<file path="src/rtl/if_stage_pkg.sv">
// if_stage_pkg: constants and types shared by the pipeline stages.
//   INSTR_W   - instruction word width
//   PC_INC    - sequential fetch increment, in bytes
//   NOP_WORD  - bubble encoding (AL condition, all other fields zero); the
//               decode stage also uses it to recognise bubbles
//   if_id_t   - contents of the IF/ID pipeline register
//   rom_word  - instruction ROM image, one word per index
package if_stage_pkg;

    localparam int          INSTR_W  = 32;
    localparam logic [31:0] PC_INC   = 32'd4;
    localparam logic [31:0] NOP_WORD = 32'hE000_0000;

    typedef struct packed {
        logic [31:0]        pc;     // PC+4 of the held instruction
        logic [INSTR_W-1:0] instr;  // fetched word or NOP_WORD
        logic               valid;  // 0 marks an inserted bubble
    } if_id_t;

    // Bring-up boot image: word i holds 0x100 + i, so every fetched word
    // identifies the word address it came from.
    function automatic logic [INSTR_W-1:0] rom_word(input int unsigned idx);
        return 32'h100 + idx;
    endfunction

endpackage

</file>
<file path="src/rtl/if_stage_imem.sv">
// InstructionMemory: read-only instruction store with a combinational read.
//   addr - word index (byte address bits [AW+1:2] of the fetch PC)
//   word - instruction word at that index
// Contents come from the package boot image; there is no write port.
module InstructionMemory
    import if_stage_pkg::*;
#(
    parameter int DEPTH = 64,
    parameter int AW    = $clog2(DEPTH)
) (
    input  logic [AW-1:0]      addr,
    output logic [INSTR_W-1:0] word
);

    logic [INSTR_W-1:0] rom [DEPTH];

    for (genvar i = 0; i < DEPTH; i++) begin : g_rom
        assign rom[i] = rom_word(i);
    end

    assign word = rom[addr];

endmodule

</file>
<file path="src/rtl/if_stage.sv">
// if_stage: instruction fetch stage with the IF/ID pipeline register.
//   clk          - clock, rising edge
//   rst          - synchronous active-high reset
//   freeze       - stall from hazard detection; holds PC and IF/ID
//   Branch_taken - branch resolved taken in EXE; redirect and flush IF/ID
//   BranchAddr   - branch target byte address (used as-is, not realigned)
//   PC           - registered PC+4 of the instruction held in IF/ID
//   Instruction  - registered instruction word for decode
//   IF_valid     - 1 = fetched word, 0 = bubble
// All outputs come straight from flops, so control inputs never reach an
// output combinationally.
module if_stage
    import if_stage_pkg::*;
#(
    parameter int          IMEM_DEPTH = 64,
    parameter logic [31:0] NOP_WORD   = if_stage_pkg::NOP_WORD
) (
    input  logic               clk,
    input  logic               rst,
    input  logic               freeze,
    input  logic               Branch_taken,
    input  logic [31:0]        BranchAddr,
    output logic [31:0]        PC,
    output logic [INSTR_W-1:0] Instruction,
    output logic               IF_valid
);

    localparam int AW = $clog2(IMEM_DEPTH);

    logic [31:0]        pc_q;
    logic [31:0]        pc_next_seq;
    logic [INSTR_W-1:0] fetch_word;
    if_id_t             if_id_q;

    // Wraps naturally modulo 2^32.
    assign pc_next_seq = pc_q + PC_INC;

    // Byte-offset bits and bits above the memory size are dropped, so
    // addresses alias modulo 4*IMEM_DEPTH.
    InstructionMemory #(
        .DEPTH (IMEM_DEPTH),
        .AW    (AW)
    ) u_imem (
        .addr (pc_q[AW+1:2]),
        .word (fetch_word)
    );

    // Branch beats freeze: a taken branch must not be lost to a stall.
    always_ff @(posedge clk) begin
        if (rst)
            pc_q <= '0;
        else if (Branch_taken)
            pc_q <= BranchAddr;
        else if (!freeze)
            pc_q <= pc_next_seq;
    end

    always_ff @(posedge clk) begin
        if (rst || Branch_taken) begin
            if_id_q.pc    <= '0;
            if_id_q.instr <= NOP_WORD;
            if_id_q.valid <= 1'b0;
        end else if (!freeze) begin
            if_id_q.pc    <= pc_next_seq;
            if_id_q.instr <= fetch_word;
            if_id_q.valid <= 1'b1;
        end
    end

    assign PC          = if_id_q.pc;
    assign Instruction = if_id_q.instr;
    assign IF_valid    = if_id_q.valid;

endmodule

</file>
<file path="config.mk">
export PLATFORM = sky130hd
export DESIGN_NAME = if_stage
export DESIGN_NICKNAME = d
export VERILOG_FILES = /design/src/rtl/if_stage_pkg.sv /design/src/rtl/if_stage_imem.sv /design/src/rtl/if_stage.sv
export SDC_FILE = /design/constraint.sdc
export NUM_CORES = 1
export LEC_CHECK = 0
export BUFFER_PORTS_ARGS = -buffer_cell sky130_fd_sc_hd__buf_4
export CORE_AREA = 2 2 126 128
export CTS_CLUSTER_SIZE = 25
export DETAILED_ROUTE_END_ITERATION = 12
export DIE_AREA = 0 0 128 130
export MAX_ROUTING_LAYER = met4
export PLACE_DENSITY_LB_ADDON = 0.25
export SLEW_MARGIN = 20
export SYNTH_ARGS = -nofsm -noshare
export SYNTH_HDL_FRONTEND = slang
export SYNTH_HIERARCHICAL = 1
export SYNTH_SLANG_ARGS = --single-unit
</file>
<file path="constraint.sdc">
create_clock -name clk -period 3.5 [get_ports clk]
set_clock_uncertainty 0.1 [all_clocks]
set_input_delay 0.35 -clock clk [delete_from_list [all_inputs] [get_ports clk]]
set_output_delay 0.35 -clock clk [all_outputs]
set_load 0.02 [all_outputs]
</file>
==> impl_metrics.toml <==
[clock_network]
holdBufCountCts = 0
cts_sinks = 97
postCtsSetupRepairBufs = 0
cts_tree = "yes"
clk_path_buf_depth = 2
clock_latency_ns = 0.35
cts_max_level = 3
cts_resized = 0
numCtsBuffers = 9
clk_pin_slew_ns = 0.07
cts-root-buf = "clkbuf_16"

[run_status]
outcome = "finished, final reports clean"

[power]
p_leak_uw = 0.00234
p_per_area_nw_per_um2 = 442
p_total_uw = 2530
peakVddDrop_uv = 220

[grt]
grt_use_total_pct = 15.5
grt_max_degree = 52
first_global_vias = 3793
grt-ovfl-total = 0
grt_first_pass_wirelength_um = 19700
antenna_found_initial = 0

[floorplan]
rows = 46
io_pins = 101
coreArea_um2 = 15400
die_h_um = 130
start_util_pct = 31.0
die-area_um2 = 16600
die_w_um = 128

[synth]
synth-seq-area-share_pct = 40.6
synth_area_um2 = 4780
postSynth.asyncResetShare_pct = 0
synth.distinct_cells = 49
synth_seq_cells = 97
ys.flop_type = "dfxtp_1"
synthTopCellsByArea = "dfxtp_1 41%, mux2i_1 8.4%, nor2_1 6.0%, buf_4 5.3%, xnor2_1 4.9%"
synth_enable_flop_cells = 0
synth_top_cell_area_share_pct = 40.6
yosysWarningCount = 6
postSynthCellCount = 548
synth_area_per_cell_um2 = 8.72
synth_top_cell_by_area = "dfxtp_1"

[routing]
vias = 3895
antenna_left = 0
wl_per_cell_um = 15.0
drt_iter0_drc = 204
firstDrtPassIters = 4
finalWirelength_um = 12100
routed_via_density = 4.80
drc = 0

[placement]
hpwl_um = 8620
place_inst = 796
globalplace.congestion = 0.888
numPortBuffers = 100
placed_cell_area_um2 = 5420

[cells_and_area]
nets = 652
instances_no_fill = 812
fillCellCount = 1604
final_util_pct = 37.2
area_delta_synth_final_pct = 20.0
diodes = 0
drive_above_1_share_pct = 22.3
postLayoutCellArea_um2 = 5740

[worst_setup_path]
r2r_start = "pc_q[7]"
cp_cell_sequence = "nand2_1 -> nor4b_4 -> nand4_1 -> xor2_1 -> o32ai_1"
crit_slowest_cell = "nor4b_4"
worstSetupEndpointType = "flop"
r2r_slack_ns = 1.31
r2r_cells = 5
start_kind = "flop"
worstSetupPathType = "flop to flop"
crit_arrival_ns = 2.34
required_ns = 3.65
cp_max_fo = 11
slowest_delay_ns = 0.58
r2r_end = "pc_q[21]"

[min_path]
hold_end = "pc_q[3]"
min_path_type = "input port to flop"
min_path_cells = 3
hold_start = "BranchAddr[3]"

[sta]
slew_violations = 0
finalSetupTns_ns = 0
worstMarginPinSlew_ns = 1.05
fin_crit_sh_pct = 62.5
setup_violations = 0
hold_viol = 0
slew-limit-headroom_pct = 29.8
max_freq_ghz = 0.457
rsz0062_at_grt = "no"
period_needed_ns = 2.19

[job]
drv_cap = 0
## worst max-delay path: cells and delay by family (launching register included)
| kind | cells | cell delay, ns |
|---|---|---|
| compound gates | 1 | 0.23 |
| xor+xnor | 1 | 0.21 |
| flops | 1 | 0.53 |
| simple gates | 3 | 1.02 |
## area by class of cell
| cell class | instances | area [um^2] | share of cell area (%) |
|---|---|---|---|
| Clock buffer | 10 | 239 | 4.17 |
| Clock inverter | 6 | 73.8 | 1.29 |
| Inverter | 4 | 15.0 | 0.262 |
| Multi-Input combinational cell | 398 | 2440 | 42.5 |
| Sequential cell | 97 | 1940 | 33.9 |
| Tap cell | 192 | 240 | 4.19 |
| Timing Repair Buffer | 105 | 788 | 13.7 |
## state kept, by name, indices dropped and copies added, names as in the netlist
signal	cells
PC	32
IF_valid	1
pc_q	32
Instruction	32
## placed cells by master (no fill, tap or decap), types with 2 or more instances in the layout
cell type and count:
nor2_1 77, and3_1 8, nand4_1 10, o31ai_1 3
o21ai_0 23, nand4_2 3, nor4_1 2, and4_2 2
dfxtp_1 97, clkbuf_16 9, xnor2_1 27, mux2i_1 40
nor3_1 17, nor4_2 4, clkinvlp_4 2, conb_1 26
a21oi_1 42, nand3_1 17, o21a_1 2, and4_1 3
inv_1 4, nand2_1 37, a211oi_1 16, buf_4 105
xor2_1 19
## metal layers
metal / share of wire [%] / track usage, % / vias to the layer above / routed length [um]
met2: 46 / 24.1 / 91 / 5570
li1: - / - / 1969 / -
met1: 48 / 19.7 / 1826 / 5810
met5: 0 / - / - / 0
met4: 0.96 / 4.72 / 0 / 116
met3: 5.3 / 4.06 / 9 / 648
## through the flow
step	hold WS, ns	setup slack [ns]
6_report	0.131	1.31
5_1_grt	0.123	1.14
4_1_cts	0.117	1.32
3_5_place_dp	0.356	1.34
3_3_place_gp	0.339	1.36
2_1_floorplan	0.360	1.65
## kinds of logic after synthesis
| logic type | count (synthesis) | share of synthesized area (%) |
|---|---|---|
| other | 2 | 0.157 |
| adders and majority gates | 1 | 0.262 |
| buffers and inverters | 77 | 10.3 |
| DFF | 97 | 40.6 |
| AOI/OAI and AO/OA | 93 | 11.6 |
| muxes | 40 | 8.37 |
| xor gates and xnor gates | 46 | 8.43 |
| and+or+nand+nor | 192 | 20.3 |
## cells in the mapped netlist, types with 4 or more instances
| cell | count |
|---|---|
| mux2i_1 | 40 |
| nand2_1 | 37 |
| nand3_1 | 17 |
| xnor2_1 | 27 |
| and3_1 | 8 |
| buf_6 | 7 |
| dfxtp_1 | 97 |
| xor2_1 | 19 |
| a211oi_1 | 16 |
| buf_4 | 34 |
| nand4_1 | 10 |
| nor4_2 | 4 |
| clkbuf_1 | 15 |
| inv_1 | 4 |
| buf_2 | 8 |
| o21ai_0 | 23 |
| a21oi_1 | 42 |
| nor2_1 | 77 |
| nor3_1 | 17 |
| buf_1 | 6 |
## worst max-delay path by stage
stage                            start        to  slack, ns  depth (start not counted)
after floorplan                pc_q[2]    PC[30]       1.65                          7
after detailed placement  Branch_taken  pc_q[25]       1.34                          5
after CTS                      pc_q[7]  pc_q[21]       1.32                          5
after global placement    Branch_taken  pc_q[23]       1.36                          5
final                          pc_q[7]  pc_q[21]       1.31                          5
after global routing           pc_q[7]  pc_q[21]       1.14                          5
## power breakdown
group          internal, uW  switching (uW)
combinational           125             158
clock                   583             459
sequential             1150            55.8
total                  1860             672
(Power assumes the default switching activity.)
